$ cat src/rtl/multicycle_controller_pkg.sv
// Shared definitions for the multicycle RISC-V style controller.
// Package name: mc_ctrl_pkg.
// Contents:
//   - state_t: FSM state encoding (the debug state output shows these values).
//   - Opcode constants for the supported instruction classes.
//   - Encodings for alu_op, imm_src, result_src, alu_src_a and alu_src_b.
//   - Helper functions for immediate-format decode and opcode legality.
package mc_ctrl_pkg;

    typedef enum logic [3:0] {
        S_FETCH    = 4'd0,
        S_DECODE   = 4'd1,
        S_MEMADR   = 4'd2,
        S_MEMREAD  = 4'd3,
        S_MEMWB    = 4'd4,
        S_MEMWRITE = 4'd5,
        S_EXECR    = 4'd6,
        S_EXECI    = 4'd7,
        S_ALUWB    = 4'd8,
        S_JAL      = 4'd9,
        S_BEQ      = 4'd10
    } state_t;

    localparam logic [6:0] OP_LW    = 7'b0000011;
    localparam logic [6:0] OP_SW    = 7'b0100011;
    localparam logic [6:0] OP_RTYPE = 7'b0110011;
    localparam logic [6:0] OP_ITYPE = 7'b0010011;
    localparam logic [6:0] OP_JAL   = 7'b1101111;
    localparam logic [6:0] OP_BEQ   = 7'b1100011;

    localparam logic [1:0] ALU_OP_ADD   = 2'b00;
    localparam logic [1:0] ALU_OP_SUB   = 2'b01;
    localparam logic [1:0] ALU_OP_FUNCT = 2'b10;

    localparam logic [1:0] IMM_I = 2'b00;
    localparam logic [1:0] IMM_S = 2'b01;
    localparam logic [1:0] IMM_B = 2'b10;
    localparam logic [1:0] IMM_J = 2'b11;

    localparam logic [1:0] RES_ALUOUT    = 2'b00;
    localparam logic [1:0] RES_DATA      = 2'b01;
    localparam logic [1:0] RES_ALURESULT = 2'b10;

    localparam logic [1:0] SRCA_PC    = 2'b00;
    localparam logic [1:0] SRCA_OLDPC = 2'b01;
    localparam logic [1:0] SRCA_RD1   = 2'b10;

    localparam logic [1:0] SRCB_RD2  = 2'b00;
    localparam logic [1:0] SRCB_IMM  = 2'b01;
    localparam logic [1:0] SRCB_FOUR = 2'b10;

    // Immediate format follows the opcode directly, independent of state.
    function automatic logic [1:0] imm_src_of(input logic [6:0] op);
        case (op)
            OP_SW:   return IMM_S;
            OP_BEQ:  return IMM_B;
            OP_JAL:  return IMM_J;
            default: return IMM_I;
        endcase
    endfunction

    function automatic logic op_supported(input logic [6:0] op);
        case (op)
            OP_LW, OP_SW, OP_RTYPE, OP_ITYPE, OP_JAL, OP_BEQ: return 1'b1;
            default:                                          return 1'b0;
        endcase
    endfunction

endpackage

$ cat src/rtl/multicycle_controller_if.sv
// Controller <-> datapath signal bundle.
// Parameter: STATE_W - width of the debug state output.
// Datapath -> controller: op, funct3, funct7_5, zero, mem_ready.
// Controller -> datapath: pc_write, adr_src, ir_write, mem_write, reg_write,
//   illegal, result_src, alu_src_a, alu_src_b, imm_src, alu_op, state.
// There is no valid/ready handshake: every control is a level meaning
// "this cycle". mem_ready is a level from memory saying the access in the
// current cycle completes; it only matters when MC_MEM_READY_EN is defined.
// funct3/funct7_5 travel with the bundle for the external ALU decoder and
// are not consumed by the controller.
interface multicycle_controller_if #(
    parameter int STATE_W = 4
);
    logic [6:0]         op;
    logic [2:0]         funct3;
    logic               funct7_5;
    logic               zero;
    logic               mem_ready;

    logic               pc_write;
    logic               adr_src;
    logic               ir_write;
    logic               mem_write;
    logic               reg_write;
    logic               illegal;
    logic [1:0]         result_src;
    logic [1:0]         alu_src_a;
    logic [1:0]         alu_src_b;
    logic [1:0]         imm_src;
    logic [1:0]         alu_op;
    logic [STATE_W-1:0] state;

    // master: the controller
    modport master (
        input  op, funct3, funct7_5, zero, mem_ready,
        output pc_write, adr_src, ir_write, mem_write, reg_write, illegal,
               result_src, alu_src_a, alu_src_b, imm_src, alu_op, state
    );

    // slave: the datapath / observer
    modport slave (
        output op, funct3, funct7_5, zero, mem_ready,
        input  pc_write, adr_src, ir_write, mem_write, reg_write, illegal,
               result_src, alu_src_a, alu_src_b, imm_src, alu_op, state
    );
endinterface

$ cat src/rtl/multicycle_controller_output_decode.sv
// mc_output_decode: combinational map from FSM state to datapath controls.
// Inputs : i_state, i_op, i_zero, i_mem_ready, i_rst_n
// Outputs: o_pc_write, o_adr_src, o_ir_write, o_mem_write, o_reg_write,
//          o_illegal, o_result_src, o_alu_src_a, o_alu_src_b, o_imm_src,
//          o_alu_op
// Optional feature macro: MC_MEM_READY_EN (write/enable strobes in FETCH and
// MEMWRITE only fire in the cycle mem_ready=1).
module mc_output_decode
    import mc_ctrl_pkg::*;
(
    input  state_t     i_state,
    input  logic [6:0] i_op,
    input  logic       i_zero,
    input  logic       i_mem_ready,
    input  logic       i_rst_n,
    output logic       o_pc_write,
    output logic       o_adr_src,
    output logic       o_ir_write,
    output logic       o_mem_write,
    output logic       o_reg_write,
    output logic       o_illegal,
    output logic [1:0] o_result_src,
    output logic [1:0] o_alu_src_a,
    output logic [1:0] o_alu_src_b,
    output logic [1:0] o_imm_src,
    output logic [1:0] o_alu_op
);

    logic w_go;         // current memory access completes this cycle
    logic w_pc_update;
    logic w_branch;
    logic w_ir_write;
    logic w_mem_write;
    logic w_reg_write;
    logic w_illegal;

`ifdef MC_MEM_READY_EN
    assign w_go = i_mem_ready;
`else
    logic w_unused_mem_ready;
    assign w_unused_mem_ready = i_mem_ready;
    assign w_go = 1'b1;
`endif

    always_comb begin
        w_pc_update  = 1'b0;
        w_branch     = 1'b0;
        w_ir_write   = 1'b0;
        w_mem_write  = 1'b0;
        w_reg_write  = 1'b0;
        w_illegal    = 1'b0;
        o_adr_src    = 1'b0;
        o_result_src = RES_ALUOUT;
        o_alu_src_a  = SRCA_PC;
        o_alu_src_b  = SRCB_RD2;
        o_alu_op     = ALU_OP_ADD;
        case (i_state)
            S_FETCH: begin
                w_ir_write   = w_go;
                w_pc_update  = w_go;
                o_alu_src_b  = SRCB_FOUR;
                o_result_src = RES_ALURESULT;
            end
            S_DECODE: begin
                o_alu_src_a = SRCA_OLDPC;
                o_alu_src_b = SRCB_IMM;
                w_illegal   = !op_supported(i_op);
            end
            S_MEMADR: begin
                o_alu_src_a = SRCA_RD1;
                o_alu_src_b = SRCB_IMM;
            end
            S_MEMREAD: begin
                o_adr_src = 1'b1;
            end
            S_MEMWB: begin
                o_result_src = RES_DATA;
                w_reg_write  = 1'b1;
            end
            S_MEMWRITE: begin
                o_adr_src   = 1'b1;
                w_mem_write = w_go;
            end
            S_EXECR: begin
                o_alu_src_a = SRCA_RD1;
                o_alu_op    = ALU_OP_FUNCT;
            end
            S_EXECI: begin
                o_alu_src_a = SRCA_RD1;
                o_alu_src_b = SRCB_IMM;
                o_alu_op    = ALU_OP_FUNCT;
            end
            S_ALUWB: begin
                w_reg_write = 1'b1;
            end
            S_JAL: begin
                o_alu_src_a = SRCA_OLDPC;
                o_alu_src_b = SRCB_FOUR;
                w_pc_update = 1'b1;
            end
            S_BEQ: begin
                o_alu_src_a = SRCA_RD1;
                o_alu_op    = ALU_OP_SUB;
                w_branch    = 1'b1;
            end
            default: ;  // unused encodings: everything stays 0
        endcase
    end

    // State is already FETCH while reset is low; only the strobes need
    // suppressing so nothing is written during reset.
    assign o_pc_write  = i_rst_n & (w_pc_update | (w_branch & i_zero));
    assign o_ir_write  = i_rst_n & w_ir_write;
    assign o_mem_write = i_rst_n & w_mem_write;
    assign o_reg_write = i_rst_n & w_reg_write;
    assign o_illegal   = i_rst_n & w_illegal;
    assign o_imm_src   = imm_src_of(i_op);

endmodule

$ cat src/rtl/multicycle_controller.sv
// multicycle_controller: Moore FSM sequencing a multicycle RISC-V datapath.
// Parameter: STATE_W - width of the debug state output.
// Ports    : clk, rst_n (async active-low), bus (multicycle_controller_if.master)
// Holds the state register and next-state logic; control decode lives in
// mc_output_decode. The ALU decoder is external.
// Optional feature macro: MC_MEM_READY_EN - FETCH, MEMREAD and MEMWRITE wait
// for mem_ready=1 before advancing. Undefined: mem_ready is ignored.
module multicycle_controller
    import mc_ctrl_pkg::*;
#(
    parameter int STATE_W = 4
) (
    input logic                     clk,
    input logic                     rst_n,
    multicycle_controller_if.master bus
);

    state_t r_state;
    logic   w_go;

`ifdef MC_MEM_READY_EN
    assign w_go = bus.mem_ready;
`else
    assign w_go = 1'b1;
`endif

    always_ff @(posedge clk or negedge rst_n) begin
        if (!rst_n) begin
            r_state <= S_FETCH;
        end else begin
            case (r_state)
                S_FETCH:    if (w_go) r_state <= S_DECODE;
                S_DECODE: begin
                    case (bus.op)
                        OP_LW, OP_SW: r_state <= S_MEMADR;
                        OP_RTYPE:     r_state <= S_EXECR;
                        OP_ITYPE:     r_state <= S_EXECI;
                        OP_JAL:       r_state <= S_JAL;
                        OP_BEQ:       r_state <= S_BEQ;
                        default:      r_state <= S_FETCH;
                    endcase
                end
                S_MEMADR:   r_state <= (bus.op == OP_LW) ? S_MEMREAD : S_MEMWRITE;
                S_MEMREAD:  if (w_go) r_state <= S_MEMWB;
                S_MEMWB:    r_state <= S_FETCH;
                S_MEMWRITE: if (w_go) r_state <= S_FETCH;
                S_EXECR:    r_state <= S_ALUWB;
                S_EXECI:    r_state <= S_ALUWB;
                S_ALUWB:    r_state <= S_FETCH;
                S_JAL:      r_state <= S_ALUWB;
                S_BEQ:      r_state <= S_FETCH;
                default:    r_state <= S_FETCH;
            endcase
        end
    end

    assign bus.state = STATE_W'(r_state);

    mc_output_decode u_decode (
        .i_state      (r_state),
        .i_op         (bus.op),
        .i_zero       (bus.zero),
        .i_mem_ready  (bus.mem_ready),
        .i_rst_n      (rst_n),
        .o_pc_write   (bus.pc_write),
        .o_adr_src    (bus.adr_src),
        .o_ir_write   (bus.ir_write),
        .o_mem_write  (bus.mem_write),
        .o_reg_write  (bus.reg_write),
        .o_illegal    (bus.illegal),
        .o_result_src (bus.result_src),
        .o_alu_src_a  (bus.alu_src_a),
        .o_alu_src_b  (bus.alu_src_b),
        .o_imm_src    (bus.imm_src),
        .o_alu_op     (bus.alu_op)
    );

endmodule

$ cat src/flat_wrapper.sv
// flat-port wrapper written by rule: the top's interface ports become plain ports
module multicycle_controller_flat import mc_ctrl_pkg::*;
#(
    parameter int STATE_W = 4
)
  (clk, rst_n, bus_op, bus_funct3, bus_funct7_5, bus_zero, bus_mem_ready, bus_pc_write, bus_adr_src, bus_ir_write, bus_mem_write, bus_reg_write, bus_illegal, bus_result_src, bus_alu_src_a, bus_alu_src_b, bus_imm_src, bus_alu_op, bus_state);
  multicycle_controller_if #(.STATE_W(STATE_W)) bus_i ();
  input logic clk;
  input logic rst_n;
  input wire logic [$bits(bus_i.op)-1:0] bus_op;
  input wire logic [$bits(bus_i.funct3)-1:0] bus_funct3;
  input wire logic [$bits(bus_i.funct7_5)-1:0] bus_funct7_5;
  input wire logic [$bits(bus_i.zero)-1:0] bus_zero;
  input wire logic [$bits(bus_i.mem_ready)-1:0] bus_mem_ready;
  output wire logic [$bits(bus_i.pc_write)-1:0] bus_pc_write;
  output wire logic [$bits(bus_i.adr_src)-1:0] bus_adr_src;
  output wire logic [$bits(bus_i.ir_write)-1:0] bus_ir_write;
  output wire logic [$bits(bus_i.mem_write)-1:0] bus_mem_write;
  output wire logic [$bits(bus_i.reg_write)-1:0] bus_reg_write;
  output wire logic [$bits(bus_i.illegal)-1:0] bus_illegal;
  output wire logic [$bits(bus_i.result_src)-1:0] bus_result_src;
  output wire logic [$bits(bus_i.alu_src_a)-1:0] bus_alu_src_a;
  output wire logic [$bits(bus_i.alu_src_b)-1:0] bus_alu_src_b;
  output wire logic [$bits(bus_i.imm_src)-1:0] bus_imm_src;
  output wire logic [$bits(bus_i.alu_op)-1:0] bus_alu_op;
  output wire logic [$bits(bus_i.state)-1:0] bus_state;
  assign bus_i.op = bus_op;
  assign bus_i.funct3 = bus_funct3;
  assign bus_i.funct7_5 = bus_funct7_5;
  assign bus_i.zero = bus_zero;
  assign bus_i.mem_ready = bus_mem_ready;
  assign bus_pc_write = bus_i.pc_write;
  assign bus_adr_src = bus_i.adr_src;
  assign bus_ir_write = bus_i.ir_write;
  assign bus_mem_write = bus_i.mem_write;
  assign bus_reg_write = bus_i.reg_write;
  assign bus_illegal = bus_i.illegal;
  assign bus_result_src = bus_i.result_src;
  assign bus_alu_src_a = bus_i.alu_src_a;
  assign bus_alu_src_b = bus_i.alu_src_b;
  assign bus_imm_src = bus_i.imm_src;
  assign bus_alu_op = bus_i.alu_op;
  assign bus_state = bus_i.state;
  multicycle_controller #(.STATE_W(STATE_W)) u_core (.clk(clk), .rst_n(rst_n), .bus(bus_i));
endmodule
$ cat config.mk
export PLATFORM = sky130hd
export DESIGN_NAME = multicycle_controller_flat
export DESIGN_NICKNAME = d
export VERILOG_FILES = /design/src/rtl/multicycle_controller_pkg.sv /design/src/rtl/multicycle_controller_if.sv /design/src/rtl/multicycle_controller_output_decode.sv /design/src/rtl/multicycle_controller.sv /design/src/flat_wrapper.sv
export SDC_FILE = /design/constraint.sdc
export NUM_CORES = 1
export LEC_CHECK = 0
export CAP_MARGIN = 10
export CORE_UTILIZATION = 33
export DETAILED_ROUTE_END_ITERATION = 10
export GPL_TIMING_DRIVEN = 0
export PLACE_DENSITY = 0.86
export SYNTH_ARGS = -nofsm -noshare
export SYNTH_HDL_FRONTEND = slang
export SYNTH_SLANG_ARGS = --single-unit
export TNS_END_PERCENT = 1
$ cat constraint.sdc
create_clock -name clk -period 1.5 [get_ports clk]
set_input_delay 0.3 -clock clk [delete_from_list [all_inputs] [get_ports clk]]
set_output_delay 0.3 -clock clk [all_outputs]
set_load 0.1 [all_outputs]
# After elaboration in Yosys (flattened, before gate mapping)
# Index checks and enable logic that the tools add are counted.
# word_totals
register_bits	4
input_bits	15
out_inout_bits	20
elab_cells	53
# op_classes
n_eq_ne	16
n_mux	17
n_bitwise	7
reduce_logical	12
# ops
operator	n
4-bit one-hot mux with 5 select lines	2
4-bit by 3-bit == test with 1-bit output, second input constant	4
2-bit one-hot mux with 2 select lines	4
7-bit by 6-bit == test with 1-bit output, second input constant	2
7-bit == test, second input constant	2
4-bit == test, second input constant	3
2-bit OR reduction	6
1-bit 2-to-1 mux	9
4-bit by 2-bit == test with 1-bit output, second input constant	2
7-bit by 2-bit == test with 1-bit output, second input constant	1
7-bit by 5-bit == test with 1-bit output, second input constant	1
1-bit AND	6
2-bit one-hot mux with 3 select lines	1
3-bit OR reduction	2
6-bit OR reduction	1
4-bit by 1-bit == test with 1-bit output, second input constant	1
4-bit logical NOT	1
4-bit OR reduction	1
3-bit 2-to-1 mux	1
1-bit logical NOT	1
1-bit OR	1

# Logic depth before layout (Yosys ltp)
# logic_depth
depth_word	7
mapped_depth	4
mapped_depth_nobuf	3

# Modules after synthesis
# A second synthesis with hierarchy kept.
# hier_totals
hier_cells	67
area_unflattened_um2	565.5
# by_module_without_submodules
module	n_inst	cells_per_inst	area_per_inst_um2	seq_area_each_um2
mc_output_decode	1	38	290.3	0.0
multicycle_controller	1	29	275.3	100.1

# Worst setup path before layout
# OpenSTA, ideal clock, no wires.
# synth_path
kind	register -> output
from	reg u_core.r_state[2] (netlist: u_core.bus.state[2])
to	out bus_result_src[1]
arrival_time_ns	4.027
required_time_ns	1.200
path_slack_ns	-2.827
stages_incl_launch_ff	3
n_path_buf	1
path_cell_list	dfrtp_1 buf_2 nor4_1
# synth_via
elab_chain_cells	2
elab_cells_between_ends	3
classes_between	eq/ne (1); mux (1); reduce/logical (1)
# synth_lines
element	line	rtl
from (decl)	multicycle_controller.sv:18	state_t r_state;
from (signal assigned)	multicycle_controller.sv:43	S_MEMADR: r_state <= (bus.op == OP_LW) ? S_MEMREAD : S_MEMWRITE;
4-bit by 3-bit == test with 1-bit output or 4-bit logical NOT (tied branches)	multicycle_controller_output_decode.sv:57	case (i_state)
2-bit one-hot mux with 2 select lines *	multicycle_controller_output_decode.sv:57	
to (decl)	flat_wrapper.sv:21	output wire logic [$bits(bus_i.result_src)-1:0] bus_result_src;
# Mark *: on every way between the ends. The rest lies on a longest branch, timed or not.

# Worst setup path after layout
# layout_path
from	reg u_core.r_state[0] (netlist: u_core.bus.state[0])
to	out bus_pc_write
# layout_via
elab_chain_cells	5
elab_cells_between_ends	9
classes_between	eq/ne (2); mux (2); bitwise (3); reduce/logical (2)
# layout_lines
element	line	rtl
4-bit == test or 4-bit logical NOT (tied branches)	multicycle_controller_output_decode.sv:57	
2-bit OR reduction (no line) or 1-bit 2-to-1 mux (tied branches)	-	
1-bit 2-to-1 mux or 1-bit AND (tied branches)	multicycle_controller_output_decode.sv:57, multicycle_controller_output_decode.sv:112	
1-bit OR *	multicycle_controller_output_decode.sv:112	assign o_pc_write = i_rst_n & (w_pc_update | (w_branch & i_zero));
1-bit AND *	multicycle_controller_output_decode.sv:112	
to (decl)	flat_wrapper.sv:15	output wire logic [$bits(bus_i.pc_write)-1:0] bus_pc_write;
# Marked as above.

==> out/summary.txt <==
post-placement cell count: 105
clk sinks: 4
mapped cell area: 470 µm²
Max Freq: 0.513 GHz
initial antenna violation count: 0
area of the die: 0.00158 mm²
PwrDens: 1810 mW/mm²
final worst slack: -0.450 ns
Synth area leaders: dfrtp_1 (21%), nor2_1 (7.2%), and3_1 (5.3%)
Total Routing Usage GR: 24.1%
Final TNS setup: -4.41 ns
Slew HR: 36.5%
final std cells w/o fill: 112
r2r worst-path depth: 5
# rows: 13
CP required: 1.20 ns
dpl cell area: 850 µm²
critical path fanouts, max: 5
Diodes inserted: 0
clk_skew: 0.000722 ns
Synth Instances: 61
Inserted Clock Buffers: 3
DR pass1 iterations: 4
Critical R2R Launch: u_core.bus.state[0]$_DFF_PN0_
critical path class: flip-flop to output pin
Initial Util: 35.7%
Final min period: 1.95 ns
Final period util: 130%
synthesized flop and latch total: 4
Die Ht: 39.8 µm
worst-case vdd ir drop: 1290 µV
setup violators final: 16
number of synthesized flops with an enable pin: 0
Top Ports: 35
Min-Delay Path Class: primary input to async pin
commonest register cell after synthesis: dfrtp_1
vias in the first global route: 558
crit-path max cell delay: 0.49 ns
Critical Path, Cell by Cell: buf_8 > buf_4 > xor2_2 > nor2_4 > o21a_4 > buf_12
max FFs per register: 4
Crit Reg-Reg Endpoint: u_core.bus.state[2]$_DFF_PN0_
static leakage: 0.461 nW
Routed Antenna Nets: 0
hold_buf cts: 0
Final HPWL DP: 1100 µm
CTS tree: done
Clock transition at path regs: 0.04 ns
Die W: 39.8 µm
Least-Margin Pin Slew: 0.957 ns
mean post-synth cell area: 7.71 µm²
IO buf count: 29
Seq/Total Area, Yosys: 21.3%
ys async rst share: 100%
max cap viols: 0
drt first-iter violations: 12
most frequent cell after synthesis: nor2_1
Layout area overhead: 132%
Placeable Area: 0.00132 mm²
Synth Net Count: 76
crit path max-delay cell type: dfrtp_4
startpoint types: flip-flop
nets: 114
clk_lat worst skew: 0.23 ns
htree depth: 1
layout cells sized above 1: 61.9%
Routed WL per cell: 16.9 µm
global-route wire length before repair: 2480 µm
Vias: 650
CP Data Arrival Time: 1.65 ns
Critical Path End Type: output pin
design area: 0.00109 mm²
pin count of the biggest net entering global routing: 11
RSZ-0062 raised after global routing: yes
Worst path top cell family by delay: flip-flops
drt total wl: 1900 µm
Max Root-Sink Buffers: 2
placer congestion estimate: 0.766
synth warn: 0
Vias/cell: 5.80
WP buf/inv: 3
failing checks: negative setup slack
Final Hold Fails: 0
Synth cell types: 33
status: complete, but fails checks
pins over their slew limit: 0
root buffer cell: clkbuf_4
setup slack, reg-to-reg: 0.09 ns
grt ovf: 0
post-synth top area cell: dfrtp_1
synth cell count leaders: nor2_1 (9), and3_1 (4), dfrtp_1 (4)
Yosys top cell area share: 21.3%
DRC Markers: 0
[through the flow]
step	hold slack (ns)	utilization, %	total power, W	worst slack (ns)
floorplan	0.00441	-	0.00125	-1.31
global placement	0.552	64.5	0.00152	-1.43
detailed placement	0.566	64.5	0.00153	-1.46
CTS	0.0872	77.5	0.00184	-0.401
global route	0.109	82.9	0.00204	-0.494
finish	0.0911	82.9	0.00198	-0.450
[what timing repair did]
item | CTS | global route
gates resized for setup | 162 | 31
pin swaps | 5 | 7
setup buffers | 2 | 2
endpoints found under the setup margin | 21 | 20
[cell families (layout without fill, tap and decap cells)]
family | Yosys count | in the layout | share of synthesized area [%]
AOI/OAI and AO/OA | 11 | 11 | 17.3
xor gates and xnor gates | 4 | 4 | 7.45
buffers and inverters | 6 | 42 | 6.38
DFF | 4 | 4 | 21.3
and+or+nand+nor | 36 | 36 | 47.6
[layer usage]
metal  vias up  GRT usage (%)  part of all wire, %
met5         -              0                    0
met1       319           26.5                   40
met3         0           5.68                  4.7
met2        31           44.7                   55
li1        300              -                    -
met4         0           6.90                    0
[cell type report]
cell class | count | area (µm²)
Fill cell | 80 | 225
Timing Repair Buffer | 33 | 407
Sequential cell | 4 | 108
Tap cell | 15 | 18.8
Multi-Input combinational cell | 51 | 477
Clock buffer | 3 | 22.5
Inverter | 2 | 7.51
Buffer | 4 | 52.6
[worst max path at each step]
stage / from / end / depth (start not counted)
after floorplan: u_core.bus.state[0]$_DFF_PN0_ / bus_pc_write / 4
after CTS: u_core.bus.state[0]$_DFF_PN0_ / bus_pc_write / 5
final: u_core.bus.state[0]$_DFF_PN0_ / bus_pc_write / 6
after detailed placement: bus_op[2] / bus_imm_src[0] / 5
after global placement: bus_op[2] / bus_imm_src[0] / 5
after global routing: u_core.bus.state[0]$_DFF_PN0_ / bus_pc_write / 6
[layout by cell type (no fill, tap or decap), types with 3 or more instances in the layout]
cell type | Yosys | final
dfrtp_2 | 0 | 3
nor2_4 | 0 | 3
nor2_1 | 9 | 4
buf_12 | 0 | 12
buf_2 | 3 | 4
clkbuf_2 | 0 | 3
buf_6 | 0 | 4
clkbuf_4 | 0 | 3
dlygate4sd2_1 | 0 | 5
buf_8 | 0 | 3
buf_4 | 1 | 4
and3_1 | 4 | 3
[report_power, final]
part / switching (W) / total (W) / internal (W)
sequential: 0.0000263 / 0.000161 / 0.000135
clock: 0.0000445 / 0.000134 / 0.0000895
combinational: 0.00112 / 0.00168 / 0.000563
Power figures use the tool's default switching activity.
